### src/rtl/cp0_exc.sv
// cp0_exc: coprocessor 0 holding SR/Cause/EPC/PRId/Count/Compare and arbitrating
// interrupts against synchronous exceptions for the M-stage pipeline.
module cp0_exc #(
    parameter logic [31:0] PRID    = 32'h0000_4D50,
    parameter logic [31:0] HANDLER = 32'h0000_4180
) (
    input  logic        clk,
    input  logic        reset,
    input  logic        we,
    input  logic [4:0]  addr,
    input  logic [31:0] din,
    input  logic [31:0] pcM,
    input  logic        bdM,
    input  logic [4:0]  exccodeM,
    input  logic        eretM,
    input  logic [5:0]  hwint,
    output logic [31:0] dout,
    output logic [31:0] epc,
    output logic        intreq,
    output logic [31:0] excpc
);
    logic [5:0]  im_q, ip_q;
    logic        exl_q, ie_q, bd_q, tpend_q;
    logic [4:0]  exccode_q;
    logic [31:0] epc_q, count_q, compare_q;
    logic [5:0]  ip;
    logic        irq, exc, wr;
    logic [31:0] sr, cause, count_d, epc_d;

    assign ip     = {hwint[5] | tpend_q, hwint[4:0]};
    assign irq    = ie_q & ~exl_q & |(ip & im_q);
    assign exc    = (exccodeM != 5'd0) & ~exl_q;
    assign intreq = irq | exc;
    // taking an exception squashes any mtc0 issued alongside it
    assign wr     = we & ~intreq;
    assign sr     = {16'b0, im_q, 8'b0, exl_q, ie_q};
    assign cause  = {bd_q, 15'b0, ip_q, 3'b0, exccode_q, 2'b0};
    assign epc    = epc_q;
    assign excpc  = HANDLER;
    assign count_d = (wr && addr == 5'd9) ? din : count_q + 32'd1;
    assign epc_d   = bdM ? pcM - 32'd4 : pcM;

    always_comb
        dout = addr == 5'd9  ? count_q :
               addr == 5'd11 ? compare_q :
               addr == 5'd12 ? sr :
               addr == 5'd13 ? cause :
               addr == 5'd14 ? epc_q :
               addr == 5'd15 ? PRID : 32'd0;

    always_ff @(posedge clk) begin
        if (reset) begin
            im_q      <= '0;
            exl_q     <= 1'b0;
            ie_q      <= 1'b0;
            bd_q      <= 1'b0;
            ip_q      <= '0;
            exccode_q <= '0;
            epc_q     <= '0;
            count_q   <= '0;
            compare_q <= 32'hFFFF_FFFF;
            tpend_q   <= 1'b0;
        end else begin
            ip_q    <= ip;
            count_q <= count_d;
            if (count_q == compare_q)
                tpend_q <= 1'b1;
            if (wr && addr == 5'd11) begin
                compare_q <= din;
                tpend_q   <= 1'b0;
            end
            if (intreq) begin
                exl_q     <= 1'b1;
                bd_q      <= bdM;
                exccode_q <= irq ? 5'd0 : exccodeM;
                epc_q     <= {epc_d[31:2], 2'b00};
            end else begin
                if (eretM)
                    exl_q <= 1'b0;
                if (wr && addr == 5'd12) begin
                    im_q  <= din[15:10];
                    exl_q <= din[1];
                    ie_q  <= din[0];
                end
                if (wr && addr == 5'd14)
                    epc_q <= {din[31:2], 2'b00};
            end
        end
    end
endmodule

### config.mk
export PLATFORM = sky130hd
export DESIGN_NAME = cp0_exc
export DESIGN_NICKNAME = d
export VERILOG_FILES = /design/src/rtl/cp0_exc.sv
export SDC_FILE = /design/constraint.sdc
export NUM_CORES = 1
export LEC_CHECK = 0
export ABC_AREA = 1
export CAP_MARGIN = 20
export CORE_MARGIN = 8
export CORE_UTILIZATION = 29
export DETAILED_ROUTE_END_ITERATION = 6
export PLACE_DENSITY = 0.51
export SYNTH_ARGS = -nofsm -noshare
export SYNTH_HDL_FRONTEND = slang
export SYNTH_SLANG_ARGS = --single-unit
### constraint.sdc
create_clock -name clk -period 3.7 [get_ports clk]
set_input_delay 0.74 -clock clk [delete_from_list [all_inputs] [get_ports clk]]
set_output_delay 0.74 -clock clk [all_outputs]
set_load 0.03 [all_outputs]
# Word level (Yosys, flattened, before mapping)
# Index checks and enable logic that the tools add are counted.
# totals
regBits	115
in_bits	85
out_inout_bits	97
elab_cells	52
# op_classes
n_addsub	2
eq_ne	7
muxes	14
bitwise_logic	9
n_reduce_logical	10
# ops
operator	n
two-way mux 32 bit	9
adder 32 x 1 -> 32 bit, second input constant	1
== test 32 bit	1
subtractor 32 x 3 -> 32 bit, second input constant	1
== test 5 x 4 -> 1 bit, second input constant	6
two-way mux 15 bit	1
AND 6 bit	1
OR reduction 6 bit	1
two-way mux 5 bit	1
nonzero test 5 bit	1
AND 1 bit	4
logical AND 1 bit	4
two-way mux 1 bit	3
nonzero test 3 bit	1
inverter 1 bit	2
bitwise OR 1 bit	2
AND reduction 2 bit	1
nonzero test 2 bit	1
OR reduction 2 bit	1

# Longest topological paths before layout
# logic_depth
word_depth	10
mapped_depth	12
depth_no_buf	12

# Worst setup path before layout
# OpenSTA, ideal clock, no wires.
# synth_path
path_kind	input to output
from	in addr[4]
to	out dout[10]
arrival_time_ns	2.159
path_slack_ns	0.801
path_stages	3
path_buffers	0
path_cell_list	inv_1 -> nand3_1 -> o311ai_0
# synth_via
elab_chain_cells	7
elab_cells_between_ends	12
# synth_rtl
item	line	text
start: declaration	10	input logic [4:0] addr,
== test 5 x 4 -> 1 bit	49	addr == 5'd15 ? PRID : 32'd0;
two-way mux 15 bit	49	
two-way mux 32 bit	48	addr == 5'd14 ? epc_q :
two-way mux 32 bit	47	addr == 5'd13 ? cause :
two-way mux 32 bit	46	addr == 5'd12 ? sr :
two-way mux 32 bit	45	addr == 5'd11 ? compare_q :
two-way mux 32 bit (*)	44	dout = addr == 5'd9 ? count_q :
end: declaration	17	output logic [31:0] dout,
# Mark *: on every way between the ends. The rest lies on a longest branch, timed or not.

# Worst setup path in the final report
# layout_path
from	in addr[3]
to	out dout[5]
# layout_via
elab_chain_cells	6
elab_cells_between_ends	10
# layout_rtl
item	line
== test 5 x 4 -> 1 bit	48
two-way mux 32 bit	48
two-way mux 32 bit	47
two-way mux 32 bit	46
two-way mux 32 bit	45
two-way mux 32 bit (*)	44
# Marks and branches as above.

==> summary.txt <==
Timing
  • Final Hold Violating Endpoints: 0
  • Final Critical Period: 3.55 ns
  • Setup Viol. Count Final: 0
  • Slew margin rel.: 0.466
  • Slew Limit Fails: 0
  • Layout Skew: 0.00897 ns
  • Fin Setup TNS: 0 ns
  • Max frequency: 282 MHz
  • RSZ-0062 raised after global routing: no
  • Worst-margin pin slew: 0.798 ns
  • Final period util: 0.960

Power
  • Static Leak: 0.00396 uW
  • Tot Pwr: 3710 uW
  • Net switching power: 1090 uW
  • Clock power frac: 0.467
  • Flop pwr share: 0.363
  • Net Sw Frac: 0.294
  • Maximum VDD drop: 0.000244 V
  • Pwr Density: 377 nW/um2
  • Comb pwr share: 0.170
  • Int Power: 2620 uW

Finish
  • Layout cell share with drive strength beyond 1: 0.0828
  • Most frequent cells in the layout: 330 x nand2_1, 128 x nor2_1, 115 x dfxtp_1, 115 x clkdlybuf4s50_1, 89 x nand3_1
  • Commonest non-fill, non-tap cell in the layout: nand2_1
  • Final net count: 1,354
  • Diode count: 0
  • Area Growth Syn to Fin: 34.9%

Global routing
  • Total track usage: 0.182
  • Global route overflow: 0
  • Initial antenna violation count: 0
  • Largest net degree at the start of global routing: 44
  • Vias in the first global route: 7,574
  • First-pass GRT wire length: 43,600 um

Clock tree
  • Root Driver: clkbuf_16
  • Post-CTS setup buffers: 0
  • # clock sinks: 115
  • Latest clock arrival within the worst-skew pair: 0.42 ns
  • CTS tree: yes
  • # hold bufs at CTS: 0
  • Post-CTS sizing: 0
  • Maximum clock path buffer count: 2
  • Clock buffer count from CTS: 17
  • H-Tree Depth: 4
  • CTS clk-pin slew, worst paths: 0.06 ns

Status
  • Status: finished, final reports clean

Worst setup path
  • Worst Setup Start Kind: primary input
  • Worst path cell trace: clkdlybuf4s50_1, nand3_1, nor2_1, a22oi_1, o211ai_1, buf_12
  • Max Fanout on Critical Path: 10
  • Critical Path RT: 2.96 ns
  • CP max stage cell: nor2_1
  • Crit path capture type: output port
  • CP top delay family: simple AND/OR/NAND/NOR gates
  • Reg-to-reg slack, setup: 1.51 ns
  • Buf+Inv Stages, Crit Path: 2
  • Setup CP Type: in -> out
  • Crit path arrival time: 2.81 ns
  • Max stage delay on crit path: 0.67 ns

Logic synthesis
  • #FFs+latches synth: 115
  • Post-Syn Area: 7300 um2
  • Yosys warns: 0
  • Sequential element share of the synthesized area: 0.315
  • Synth unique cells: 43
  • Ys flop type: dfxtp_1
  • Number of synthesized flops with an enable pin: 0
  • Mapped Cells: 1,136
  • Asr flop ratio synth: 0
  • Syn_area_per_cell: 6.43 um2

Place
  • DP Wirelength: 22,300 um
  • Port buffer count: 145
  • GPL Wtd Cong: 0.910

Routing
  • Wirelength per Cell: 17.7 um
  • # DRC: 0
  • Routed via count: 7,847
  • Iteration-0 DRC Markers: 653
  • Vias/cell: 4.87
  • WL final: 28,500 um
  • First-pass detailed-route iteration total: 7
  • Antenna Nets Post-Route: 0

Floorplan
  • FP Rows: 58
  • DIE WIDTH: 175 um
  • Die height: 175 um
  • Core ar.: 25,000 um2
  • I/O pin count: 182
  • Die area: 30,500 um2
  • Initial Util: 0.292

Job
  • Max cap viols: 0

Worst hold path
  • Hold Path Class: reg -> reg
[worst paths after layout]
kind | startpoint | to | cells after the start
worst max-delay path | addr[3] | dout[5] | 6
worst min-delay path | im_q[5]$_SDFFE_PP0P_ | im_q[5]$_SDFFE_PP0P_ | 2
worst max register to register | im_q[0]$_SDFFE_PP0P_ | compare_q[10]$_SDFFE_PP1P_ | 10
worst min register to register | im_q[5]$_SDFFE_PP0P_ | im_q[5]$_SDFFE_PP0P_ | 2
[cell usage after synthesis, types with 2 or more instances]
master | instances | area (um2)
a21oi_1 | 58 | 290
a221oi_1 | 3 | 26.3
a22oi_1 | 24 | 180
a31oi_1 | 8 | 50.1
buf_2 | 14 | 70.1
buf_4 | 38 | 285
buf_6 | 4 | 45.0
clkbuf_1 | 26 | 97.6
clkbuf_2 | 2 | 10.0
conb_1 | 2 | 7.51
dfxtp_1 | 115 | 2300
ha_1 | 2 | 25.0
inv_1 | 82 | 308
inv_2 | 2 | 7.51
nand2_1 | 330 | 1240
nand3_1 | 89 | 445
nand3_2 | 2 | 20.0
nand3b_1 | 2 | 15.0
nand4_1 | 25 | 156
nor2_1 | 130 | 488
nor2_2 | 3 | 18.8
nor3_1 | 17 | 85.1
o2111ai_1 | 2 | 17.5
o211ai_1 | 3 | 22.5
o21ai_0 | 62 | 310
o21ai_1 | 2 | 10.0
o22ai_1 | 2 | 12.5
o311ai_0 | 2 | 17.5
or2_2 | 6 | 37.5
xnor2_1 | 27 | 236
xor2_1 | 40 | 350
[through the flow]
step	std cells	hold slack, ns	setup slack [ns]	utilization	instance area (um2)
floorplan	1168	0.441	0.801	-	7420
global route	1610	0.488	0.0373	0.395	9850
CTS	1610	0.462	0.191	0.395	9850
global placement	1578	0.451	0.241	0.370	9240
finish	1610	0.464	0.149	0.395	9850
detailed placement	1578	0.453	0.200	0.370	9240
[metal layers]
metal | GRT usage | wire length [um]
met5 | 0 | 0
met4 | 0.0593 | 623
met3 | 0.0356 | 1800
met2 | 0.297 | 13300
met1 | 0.238 | 12800
[power groups by stage]
| stage | sequential (uW) | clock [uW] | combinational, uW |
|---|---|---|---|
| 2_1_floorplan | 1410 | 0 | 295 |
| 3_3_place_gp | 1380 | 0 | 626 |
| 3_5_place_dp | 1370 | 0 | 628 |
| 4_1_cts | 1350 | 1750 | 631 |
| 5_1_grt | 1350 | 1810 | 677 |
| 6_report | 1350 | 1730 | 630 |
[area by class of cell]
type	instances	area [um2]
clock inverters	14	175
inverters	86	324
well taps	330	413
flip-flops and latches	115	2300
clock buffers	18	439
fillers	2760	15100
repair buffers	164	1910
multi-input cells	883	4290
[kinds of logic after synthesis]
kind of cell	count (synthesis)	share of synthesized area
AO/OA/AOI/OAI	168	0.132
AND/OR/NAND/NOR	612	0.354
flip-flops	115	0.315
other	2	0.00103
XOR/XNOR	67	0.0804
adder cells (fa/ha/maj)	2	0.00343
buffers and inverters	170	0.114
[sequential cells by signal, summed over array words and instances (netlist names)]
register and count:
ip_q 6, epc 30, exl_q 1, tpend_q 1, ie_q 1, exccode_q 5, bd_q 1, count_q 32
compare_q 32, im_q 6
[worst min-delay path: cells and delay by family (launching register included)]
kind,cells,cell delay (ns)
flops,1,0.31
compound gates,1,0.05
simple gates,1,0.06
Power figures use the tool's default switching activity.
